### config.mk
export PLATFORM = sky130hd
export DESIGN_NAME = tecmo_sdram_arbiter
export DESIGN_NICKNAME = d
export VERILOG_FILES = /design/src/rtl/tecmo_sdram_pkg.sv /design/src/rtl/sdram_arb_pick.sv /design/src/rtl/tecmo_sdram_arbiter.sv
export SDC_FILE = /design/constraint.sdc
export NUM_CORES = 1
export LEC_CHECK = 0
export BUFFER_PORTS_ARGS = -buffer_cell sky130_fd_sc_hd__buf_2
export CORE_AREA = 2 2 142 144
export DETAILED_ROUTE_END_ITERATION = 6
export DIE_AREA = 0 0 144 146
export GPL_ROUTABILITY_DRIVEN = 0
export PLACE_DENSITY = 0.5
export SLEW_MARGIN = 20
export SYNTH_ARGS = -nofsm -noshare
export SYNTH_HDL_FRONTEND = slang
export SYNTH_SLANG_ARGS = --single-unit
### constraint.sdc
create_clock -name clk -period 2.05 [get_ports clk]
set_input_delay 0.41 -clock clk [delete_from_list [all_inputs] [get_ports clk]]
set_output_delay 0.41 -clock clk [all_outputs]
set_load 0.005 [all_outputs]
### src/rtl/tecmo_sdram_pkg.sv
// Shared widths, port indices and FSM state type for the SDRAM port arbiter.
package tecmo_sdram_pkg;

  localparam int SDRAM_ADDR_WIDTH = 23;
  localparam int SDRAM_DATA_WIDTH = 32;

  localparam int PORT_DOWNLOAD = 0;
  localparam int PORT_MAIN     = 1;
  localparam int PORT_SOUND    = 2;
  localparam int PORT_GFX      = 3;

  typedef enum logic [1:0] {
    IDLE       = 2'd0,
    REQ        = 2'd1,
    WAIT_VALID = 2'd2
  } sdram_arb_state_t;

endpackage

### src/rtl/sdram_arb_pick.sv
// Grant selection: port 0 has absolute priority; ports 1..N-1 are picked by
// rotation after last_i when SDRAM_ARB_ROUND_ROBIN_EN is defined, else lowest index wins.
module sdram_arb_pick
  import tecmo_sdram_pkg::*;
#(
  parameter int NUM_PORTS = 4,
  parameter int IDX_W     = 2
) (
  input  logic [NUM_PORTS-1:0] elig_i,
  input  logic [IDX_W-1:0]     last_i,
  output logic [IDX_W-1:0]     grant_o,
  output logic                 found_o
);

`ifdef SDRAM_ARB_ROUND_ROBIN_EN
  int idx;

  always_comb begin
    grant_o = '0;
    found_o = 1'b0;
    idx     = 0;
    if (elig_i[PORT_DOWNLOAD]) begin
      grant_o = IDX_W'(PORT_DOWNLOAD);
      found_o = 1'b1;
    end else begin
      // Walk ports 1..N-1 starting just after the last one served, wrapping past port 0.
      for (int off = 1; off < NUM_PORTS; off++) begin
        idx = int'(last_i) + off;
        if (idx >= NUM_PORTS) idx = idx - (NUM_PORTS - 1);
        if (!found_o && elig_i[IDX_W'(idx)]) begin
          grant_o = IDX_W'(idx);
          found_o = 1'b1;
        end
      end
    end
  end
`else
  logic unused_last;
  assign unused_last = ^last_i;

  always_comb begin
    grant_o = '0;
    found_o = 1'b0;
    for (int p = 0; p < NUM_PORTS; p++) begin
      if (!found_o && elig_i[IDX_W'(p)]) begin
        grant_o = IDX_W'(p);
        found_o = 1'b1;
      end
    end
  end
`endif

endmodule

### src/rtl/tecmo_sdram_arbiter.sv
// Shares one SDRAM controller port between download, main CPU, sound CPU and gfx clients.
// Optional rotating grant among ports 1..3: define SDRAM_ARB_ROUND_ROBIN_EN.
module tecmo_sdram_arbiter
  import tecmo_sdram_pkg::*;
#(
  parameter  int NUM_PORTS  = 4,
  parameter  int ADDR_WIDTH = SDRAM_ADDR_WIDTH,
  parameter  int DATA_WIDTH = SDRAM_DATA_WIDTH,
  localparam int IDX_W      = $clog2(NUM_PORTS)
) (
  input  logic                                 clk,
  input  logic                                 reset,
  input  logic                                 download,
  input  logic [NUM_PORTS-1:0][ADDR_WIDTH-1:0] port_addr,
  input  logic [NUM_PORTS-1:0][DATA_WIDTH-1:0] port_data,
  input  logic [NUM_PORTS-1:0]                 port_we,
  input  logic [NUM_PORTS-1:0]                 port_req,
  output logic [NUM_PORTS-1:0]                 port_ack,
  output logic [NUM_PORTS-1:0]                 port_valid,
  output logic [DATA_WIDTH-1:0]                port_q,
  output logic [ADDR_WIDTH-1:0]                sdram_addr,
  output logic [DATA_WIDTH-1:0]                sdram_data,
  output logic                                 sdram_we,
  output logic                                 sdram_req,
  input  logic                                 sdram_ack,
  input  logic                                 sdram_valid,
  input  logic [DATA_WIDTH-1:0]                sdram_q,
  output sdram_arb_state_t                     dbg_state,
  output logic [IDX_W-1:0]                     dbg_grant
);

  // Handshake: a client holds port_req until its one-cycle port_ack; sdram_req
  // stays high through the cycle sdram_ack is seen; read data is valid only in
  // the single cycle port_valid pulses, and port_q carries sdram_q unregistered.

  sdram_arb_state_t       state_q;
  logic [IDX_W-1:0]       grant_q;
  logic [IDX_W-1:0]       last_q;
  logic [ADDR_WIDTH-1:0]  addr_q;
  logic [DATA_WIDTH-1:0]  data_q;
  logic                   we_q;
  logic                   req_q;

  logic [NUM_PORTS-1:0]   elig;
  logic [IDX_W-1:0]       pick_idx;
  logic                   pick_found;
  logic                   unused_ignored;

  assign unused_ignored = ^{port_we[NUM_PORTS-1:1], port_data[NUM_PORTS-1:1]};

  // Port 0 may read or write, so its request alone makes it eligible.
  always_comb begin
    elig = port_req;
    if (download) begin
      elig                = '0;
      elig[PORT_DOWNLOAD] = port_req[PORT_DOWNLOAD];
    end
  end

  sdram_arb_pick #(
    .NUM_PORTS (NUM_PORTS),
    .IDX_W     (IDX_W)
  ) u_pick (
    .elig_i  (elig),
    .last_i  (last_q),
    .grant_o (pick_idx),
    .found_o (pick_found)
  );

  always_ff @(posedge clk or posedge reset) begin
    if (reset) begin
      state_q <= IDLE;
      grant_q <= '0;
      last_q  <= IDX_W'(PORT_GFX);
      addr_q  <= '0;
      data_q  <= '0;
      we_q    <= 1'b0;
      req_q   <= 1'b0;
    end else begin
      case (state_q)
        IDLE: begin
          if (pick_found) begin
            grant_q <= pick_idx;
            addr_q  <= port_addr[pick_idx];
            if (pick_idx == IDX_W'(PORT_DOWNLOAD)) begin
              data_q <= port_data[PORT_DOWNLOAD];
              we_q   <= port_we[PORT_DOWNLOAD];
            end else begin
              data_q <= '0;
              we_q   <= 1'b0;
              last_q <= pick_idx;
            end
            req_q   <= 1'b1;
            state_q <= REQ;
          end
        end
        REQ: begin
          if (sdram_ack) begin
            req_q <= 1'b0;
            if (we_q || sdram_valid) state_q <= IDLE;
            else                     state_q <= WAIT_VALID;
          end
        end
        WAIT_VALID: begin
          if (sdram_valid) state_q <= IDLE;
        end
        default: state_q <= IDLE;
      endcase
    end
  end

  always_comb begin
    port_ack   = '0;
    port_valid = '0;
    for (int i = 0; i < NUM_PORTS; i++) begin
      port_ack[i]   = sdram_ack && (state_q == REQ) && (grant_q == IDX_W'(i));
      port_valid[i] = sdram_valid && (grant_q == IDX_W'(i)) &&
                      (((state_q == REQ) && sdram_ack && !we_q) || (state_q == WAIT_VALID));
    end
  end

  assign port_q     = sdram_q;
  assign sdram_addr = addr_q;
  assign sdram_data = data_q;
  assign sdram_we   = we_q;
  assign sdram_req  = req_q;
  assign dbg_state  = state_q;
  assign dbg_grant  = grant_q;

endmodule

==> out/results.txt, run 1 <==
Fmax -> 512 MHz
Grt met1 use -> 10.0%
Setup TNS -> 0 ns
Core Box Area -> 19300 µm²
Row count -> 51
Minimum clock period -> 1.95 ns
Setup violators final -> 0
Worst Path Required -> 1.64 ns
Hold Crit Class -> in2async
Most common cell in the netlist -> dfrtp_1
Final HPWL DP -> 6620 µm
Final slew viol count -> 0
First-pass GRT wire length -> 13700 µm
Crit start category -> flip-flop
Clock skew -> 0.00891 ns
Post-Layout Cell Count -> 634
Final Hold Viols -> 0
Post-Synth Adder-Cell Area -> 0%
Sequential Area -> 1500 µm²
Initial DRC Count -> 68
CP Class -> reg2out
Dpl cells -> 618
Post-synth EDFFs -> 0
IO Pins -> 366
Vias -> 2404
DRC violations left -> 0
Top cells by area, synth -> dfrtp_1 (51%), buf_4 (11%), a22o_1 (8.0%), o221a_2 (5.7%), a2bb2oi_1 (5.7%)
Unrepaired setup endpoints after global routing -> no
Synth Area in Simple Gates -> 8.13%
H-tree depth -> 3
Post-synth top area share -> 51.1%
Area grow syn2layout -> 35.8%
Complex-gate fraction of the synthesized area -> 26.5%
CP Data Arrival Time -> 1.54 ns
Post-synthesis cell area -> 2940 µm²
Clock Latency Late Sink -> 0.34 ns
All-Layer GR Usage -> 8.56%
Post-synthesis mux area share -> 0%
Top Family by Delay on Critical Path -> flip-flops
DR pass1 iterations -> 4
Fraction of layout cells with a size suffix above 1 -> 55.0%
MaxCap Viol Count -> 0
Inserted Clock Buffers -> 9
Antenna Cells -> 0
Tcrit/Tclk final -> 95.3%
Ys Warns -> 0
Die Y-Extent -> 146 µm
Critical Path End Type -> primary output
DRT antenna net count -> 0
Drt total wl -> 8950 µm
Clk buf depth -> 2
Average size of a mapped cell -> 11.9 µm²
CP max stage cell -> dfrtp_2
Clk sink count -> 60
Routing usage on met2 -> 13.6%
DR WL/cell -> 14.1 µm
Synth Area in XOR/XNOR -> 0%
GRT busiest layer -> met2
PwrDens -> 1450 nW/µm²
Antenna violations before repair -> 0
Worst setup margin -> 0.0967 ns
Largest family of logic cells by synthesized area -> compound AO/OA/AOI/OAI gates
NumNets Final -> 629
Starting density of the core -> 15.2%
Clock Tree Root -> clkbuf_16
GRT met3 Usage -> 3.26%
CTS tree -> done
Area of the multi-input gates -> 1040 µm²
Buffers on Ports -> 149
Largest net degree at the start of global routing -> 61
Status -> finished clean
Synth Instances -> 247
Leak Pwr -> 1.91 nW
Sequential share of the synthesized area -> 51.1%
Dpl ws -> 0.273 ns
Worst-path fanout max -> 9
Worst-path clk slew -> 0.06 ns
Yosys reg bits -> 60
Die W -> 144 µm
Vias in the first global route -> 2600
FFs w/ async S/R, synth -> 100%
Grt ovf -> 0
Commonest cells in the netlist -> dfrtp_1 (60), buf_4 (42), a22o_1 (27), a2bb2oi_1 (19), nor2_1 (19)
Critical path cell sequence -> o31a_1 -> and3b_1 -> buf_2
Fillers -> 2116
Slowest stage delay, CP -> 0.51 ns
Leading area contributor after synthesis -> dfrtp_1
Ys flop type -> dfrtp_1
Die area -> 21000 µm²
Routed vias/inst -> 3.79
Count of cell types in the netlist -> 37
Worst vdd ir -> 0.431 mV
Setup bufs post-CTS -> 0
CP bufs+invs -> 1
==> what timing repair did <==
action	in CTS	in global routing
resized for setup	2	0
endpoints found under the setup margin	1	0
hold endpoints to repair	0	0
hold buffers	0	0
==> flip-flops by register name (all words and copies together), names as in the netlist <==
signal      count
sdram_req       1
sdram_data     32
dbg_state       2
sdram_we        1
sdram_addr     23
dbg_grant       1
==> stage by stage <==
step / hold WS (ns) / total power [mW] / instance area [µm²] / util [%]
final: 0.139 / 5.80 / 3990 / 20.6
after global routing: 0.159 / 6.24 / 3990 / 20.6
after CTS: 0.143 / 5.92 / 3990 / 20.6
after detailed placement: 0.486 / 4.45 / 3710 / 19.2
after global placement: 0.483 / 4.40 / 3710 / 19.2
after floorplan: 0.476 / 3.53 / 2950 / -
==> logic make-up (layout without fill, tap and decap cells) <==
kind of cell | after synthesis | in the layout
compound gates | 85 | 85
buf+inv | 62 | 180
other cells | 1 | 5
simple gates | 39 | 39
flops | 60 | 60
==> placed cells by master, fill, tap and decap left out, types with 7 or more instances in the layout <==
master and instances:
o221a_2 15, o21ai_0 7, a2bb2oi_1 19, buf_2 149
clkbuf_16 9, nor2_1 19, dfrtp_1 58, a22o_1 27
o22ai_1 7
==> layout make-up <==
class                           instances  share of cell area [%]
Timing Repair Buffer                  156                    20.3
Sequential cell                        60                    37.7
Clock buffer                            9                    5.64
Clock inverter                          7                    1.32
Multi-Input combinational cell        129                    25.9
Inverter                                8                   0.815
Tap cell                              265                    8.30
==> where the power goes <==
part,switching (mW),leakage [nW],internal [mW],total [mW]
Combinational,0.961,1.05,1.25,2.21
Sequential,0.425,0.725,1.77,2.19
Clock,0.579,0.136,0.822,1.40
Total,1.96,1.91,3.84,5.80
==> path summary, 6_finish.rpt <==
path	from	to	slack, ns	cells after the start
max in group asynchronous	reset	dbg_state[1]	1.63	3
min in group clk	sdram_valid	dbg_state[1]	0.25	2
min reg2reg	sdram_data[30]	sdram_data[30]	0.50	1
max reg2reg	dbg_state[1]	sdram_addr[4]	0.43	4
max	dbg_state[1]	port_valid[1]	0.1	3
min	reset	dbg_grant[0]	0.14	3
==> worst register-to-register path, stage by stage, from the launching register on <==
cell,delay [ns]
dfrtp_2,0.51
nor2_8,0.32
buf_4,0.34
a2bb2oi_1,0.19
o221a_2,0.19
==> metal layers <==
layer,vias to the layer above,part of all wire (%)
met1,1131,43
li1,1113,-
met4,0,3.0
met2,127,45
met5,-,0
met3,33,9.1
(Power assumes the default switching activity.)
==> inputs of run 2 (changes only) <==
==> constraint.sdc (replaced) <==
create_clock -name clk -period 2.05 [get_ports clk]
set_input_delay 0.205 -clock clk [delete_from_list [all_inputs] [get_ports clk]]
set_output_delay 0.205 -clock clk [all_outputs]
set_load 0.005 [all_outputs]
==> run 2 against run 1 <==
  * First-iteration DRC count increased by 22%
  * Sequential share of layout area decreased by 0.53 points
  * Clock power increased by 16%
  * Total power increased by 3.7%
  * Count of clock-buffer cells in the layout unchanged
==> out/results.txt, run 2 (synthesis gave the netlist of run 1 again) <==
CTS tree -> done
Fmax -> 527 MHz
Antenna violations before repair -> 0
Unrepaired setup endpoints after global routing -> no
Die W -> 144 µm
Final Hold Viols -> 0
DR WL/cell -> 13.9 µm
Slew margin rel. -> 46.1%
MaxCap Viol Count -> 0
Antenna Cells -> 0
Drt total wl -> 8830 µm
H-tree depth -> 3
Flop pwr share -> 36.2%
Row count -> 51
Worst vdd ir -> 0.556 mV
Critical Path End Type -> primary output
Initial DRC Count -> 83
Clk buf depth -> 2
Status -> finished clean
Hold Crit Class -> in2reg
Final HPWL DP -> 6630 µm
Crit start category -> flip-flop
Most frequent cells in the layout -> buf_2 (149), dfrtp_1 (60), a22o_1 (27)
Final slew viol count -> 0
Net Sw Power -> 1.93 mW
Commonest non-fill, non-tap cell in the layout -> buf_2
Routed vias/inst -> 3.76
Fraction of layout cells with a size suffix above 1 -> 54.4%
Max reg flops -> 32
Core Box Area -> 19300 µm²
Largest net degree at the start of global routing -> 29
All-Layer GR Usage -> 8.44%
Worst Path Required -> 1.85 ns
Worst-path fanout max -> 6
DR pass1 iterations -> 4
IO Pins -> 366
Clock skew -> 0.00866 ns
Buffers on Ports -> 149
Clk sink count -> 60
Switching part of the total -> 32.1%
Clock power share -> 27.1%
DRT antenna net count -> 0
Setup TNS -> 0 ns
Total Power -> 6.02 mW
Cts repair resizes -> 0
PwrDens -> 1490 nW/µm²
Vias in the first global route -> 2530
Die area -> 21000 µm²
Clock Tree Root -> clkbuf_16
Fillers -> 2124
Design Area, Final -> 4040 µm²
First-pass GRT wire length -> 13500 µm
Gate power share -> 36.7%
Starting density of the core -> 15.2%
Minimum clock period -> 1.90 ns
Area grow syn2layout -> 37.5%
CP Data Arrival Time -> 1.69 ns
Die Y-Extent -> 146 µm
Internal Pwr Total -> 4.09 mW
Worst-margin pin slew -> 0.805 ns
Tcrit/Tclk final -> 92.5%
Setup violators final -> 0
Leak Pwr -> 1.94 nW
Inserted Clock Buffers -> 9
Vias -> 2391
CP Class -> reg2out
Clock Latency Late Sink -> 0.33 ns
Post-DP Area -> 3710 µm²
Worst-path clk slew -> 0.06 ns
Grt ovf -> 0
DRC violations left -> 0
NumNets Final -> 631
==> run 2: cell count changes in the layout (fill, tap and decap cells not counted), moves of 2 or more <==
cell,before,now
buf_4,6,8
bufinv_16,0,2
dfrtp_1,58,60
dfrtp_2,2,0
==> run 2: what timing repair did <==
item	in CTS	in global routing
endpoints found under the hold margin	16	0
hold buffers	1	0
buffers inserted	0	0
==> run 2: final timing paths <==
path                       cells after the start              to          start  slack, ns
min in group asynchronous                      3  sdram_data[17]          reset       0.41
setup / recovery                               4   port_valid[1]   dbg_state[0]       0.15
max in group asynchronous                      4  sdram_addr[17]          reset       0.99
setup reg to reg                               3   sdram_addr[1]   dbg_state[0]       0.40
hold reg to reg                                1   sdram_data[5]  sdram_data[5]       0.50
hold / removal                                 2    dbg_state[1]    sdram_valid       0.04
==> run 2: power groups by stage <==
stage / Combinational, mW / Sequential [mW] / Clock, mW
after floorplan: 1.33 / 2.20 / 0
after global placement: 2.23 / 2.18 / 0
after detailed placement: 2.28 / 2.18 / 0
after CTS: 2.27 / 2.18 / 1.70
after global routing: 2.46 / 2.26 / 1.74
final: 2.21 / 2.18 / 1.63
==> run 2: critical path: stages (launching register included) <==
cell and delay (ns):
dfrtp_1 0.60, nand2_4 0.12, o31a_1 0.30, and3b_1 0.22
buf_2 0.11
==> run 2: layout make-up <==
class | count | area [µm²] | area share [%]
Inverter | 8 | 32.5 | 0.805
Multi-Input combinational cell | 129 | 1040 | 25.6
Clock inverter | 7 | 100 | 2.48
Clock buffer | 9 | 225 | 5.57
Timing Repair Buffer | 158 | 816 | 20.2
Sequential cell | 60 | 1500 | 37.1
Tap cell | 265 | 332 | 8.20
==> run 2: through the flow <==
| stage | util [%] | cells | hold slack, ns | worst slack [ns] |
|---|---|---|---|---|
| after detailed placement | 19.2 | 619 | 0.219 | 0.372 |
| after global placement | 19.2 | 619 | 0.222 | 0.402 |
| after CTS | 20.9 | 636 | 0.00992 | 0.104 |
| after global routing | 20.9 | 636 | 0.0211 | 0.0264 |
| final | 20.9 | 636 | 0.0363 | 0.154 |
| after floorplan | - | 251 | 0.271 | 0.360 |
==> run 2: metal layers <==
layer,global-route usage (%),part of all wire [%]
met1,9.95,43
met5,0,0
met4,4.36,2.6
met2,13.3,45
met3,3.19,9.4
==> inputs of run 3 (changes only) <==
PLACE_DENSITY = default   (was 0.5)
PLACE_DENSITY_LB_ADDON = 0.15   (was default)
==> run 3 against run 2 <==
  * Clock skew decreased by 0.0024 ns
  * Clock power barely moved
  * Sequential share of layout area is 0.10 points higher
  * Wire length grew 12%
  * Critical path type unchanged
==> out/results.txt, run 3 (synthesis gave the netlist of run 1 again) <==
Tcrit/Tclk final -> 92.6%
Dpl ws -> 0.316 ns
Flop pwr share -> 36.0%
Max reg flops -> 32
Slew margin rel. -> 48.0%
MaxCap Viol Count -> 0
Largest net degree at the start of global routing -> 29
NumNets Final -> 630
Clock skew -> 0.00625 ns
Grt ovf -> 0
Crit. Startpoint -> dbg_state[0]
DRC violations left -> 0
Hold Worst Slack -> 0.0487 ns
Leak Pwr -> 1.93 nW
FF-to-FF path depth -> 3
Starting density of the core -> 15.2%
Worst-path clk slew -> 0.06 ns
Worst-path fanout max -> 6
Vias -> 2384
Critical Path End Type -> primary output
Hold Crit Class -> in2reg
Final HPWL DP -> 7040 µm
Sequential Area -> 1500 µm²
DR WL/cell -> 15.5 µm
DRT antenna net count -> 0
Minimum clock period -> 1.90 ns
Antenna violations before repair -> 3
Setup violators final -> 0
IO Pins -> 366
Buffers on Ports -> 149
Worst Path Required -> 1.85 ns
H-tree depth -> 3
Die area -> 21000 µm²
Clock Latency Late Sink -> 0.33 ns
Commonest non-fill, non-tap cell in the layout -> buf_2
Clock Tree Root -> clkbuf_16
Status -> finished clean
Worst-margin pin slew -> 0.778 ns
Internal Pwr Total -> 4.10 mW
Fmax -> 527 MHz
CP Class -> reg2out
Design Area, Final -> 4030 µm²
Most frequent cells in the layout -> buf_2 (149), dfrtp_1 (60), a22o_1 (27)
Setup bufs post-CTS -> 0
Fin util -> 20.9%
PwrDens -> 1500 nW/µm²
Switching part of the total -> 32.1%
Core Box Area -> 19300 µm²
Die W -> 144 µm
Vias in the first global route -> 2636
CTS tree -> done
Critical Path End -> port_valid[1]
CP Data Arrival Time -> 1.69 ns
Area of the multi-input gates -> 1040 µm²
Final slew viol count -> 0
Initial DRC Count -> 62
Inserted Clock Buffers -> 9
Worst setup margin -> 0.151 ns
Gate power share -> 36.7%
Crit start category -> flip-flop
Clk sink count -> 60
Die Y-Extent -> 146 µm
Routed vias/inst -> 3.75
Setup TNS -> 0 ns
Net Sw Power -> 1.94 mW
Drt total wl -> 9850 µm
Total Power -> 6.04 mW
Worst vdd ir -> 0.499 mV
Unrepaired setup endpoints after global routing -> no
Worst reg2reg endpoint -> sdram_addr[4]
Final Hold Viols -> 0
Row count -> 51
First-pass GRT wire length -> 15200 µm
All-Layer GR Usage -> 9.56%
DR pass1 iterations -> 6
Post-Layout Cell Count -> 636
Clock power share -> 27.3%
Clk buf depth -> 2
Fraction of layout cells with a size suffix above 1 -> 53.8%
RR Startpoint -> dbg_state[0]
Post-DP Area -> 3700 µm²
Worst R2R Setup Slack -> 0.34 ns
Fillers -> 2147
Area grow syn2layout -> 37.2%
Dpl cells -> 618
==> run 3: cell count changes in the layout (fill, tap and decap cells not counted), sizes merged <==
cell / delta
buf: -1
diode: +1
clkinv: -3
inv: -1
clkbuf: +3
clkinvlp: +1
==> run 3: power groups by stage <==
stage	Sequential, mW	Combinational [mW]	Clock, mW
after global placement	2.18	2.27	0
after floorplan	2.20	1.33	0
after CTS	2.19	2.28	1.73
final	2.17	2.22	1.65
after global routing	2.27	2.50	1.78
after detailed placement	2.18	2.29	0
==> run 3: worst max-delay path: stages (launching register included) <==
cell and delay (ns):
dfrtp_1 0.59, nand2_4 0.12, o31a_1 0.30, and3b_1 0.23, buf_2 0.12
==> run 3: metal layers <==
layer,GRT usage [%],wire (µm),up-vias
met3,4.87,1170,27
met5,0,13,-
li1,-,-,1112
met4,3.53,155,2
met2,14.2,4210,124
met1,11.8,4300,1119
==> run 3: worst min path at each step <==
| stage | from | to | slack, ns | cells after the start |
|---|---|---|---|---|
| floorplan | sdram_valid | dbg_state[1] | 0.27 | 1 |
| global placement | reset | sdram_addr[12] | 0.33 | 2 |
| detailed placement | reset | sdram_addr[12] | 0.33 | 2 |
| CTS | sdram_valid | dbg_state[1] | 0.03 | 2 |
| global route | sdram_valid | dbg_state[1] | 0.04 | 2 |
| finish | sdram_valid | dbg_state[1] | 0.05 | 2 |
==> run 3: repair_timing <==
| action | CTS | global route |
|---|---|---|
| gates resized for setup | 0 | 0 |
| hold buffers | 1 | 0 |
| endpoints found under the hold margin | 23 | 0 |
==> run 3: cell type report <==
cell class                      instances  share of cell area (%)
Clock buffer                           12                    6.11
Antenna cell                            1                  0.0621
Inverter                                8                   0.807
Clock inverter                          4                    1.80
Tap cell                              265                    8.22
Sequential cell                        60                    37.2
Timing Repair Buffer                  157                    20.0
Multi-Input combinational cell        129                    25.7
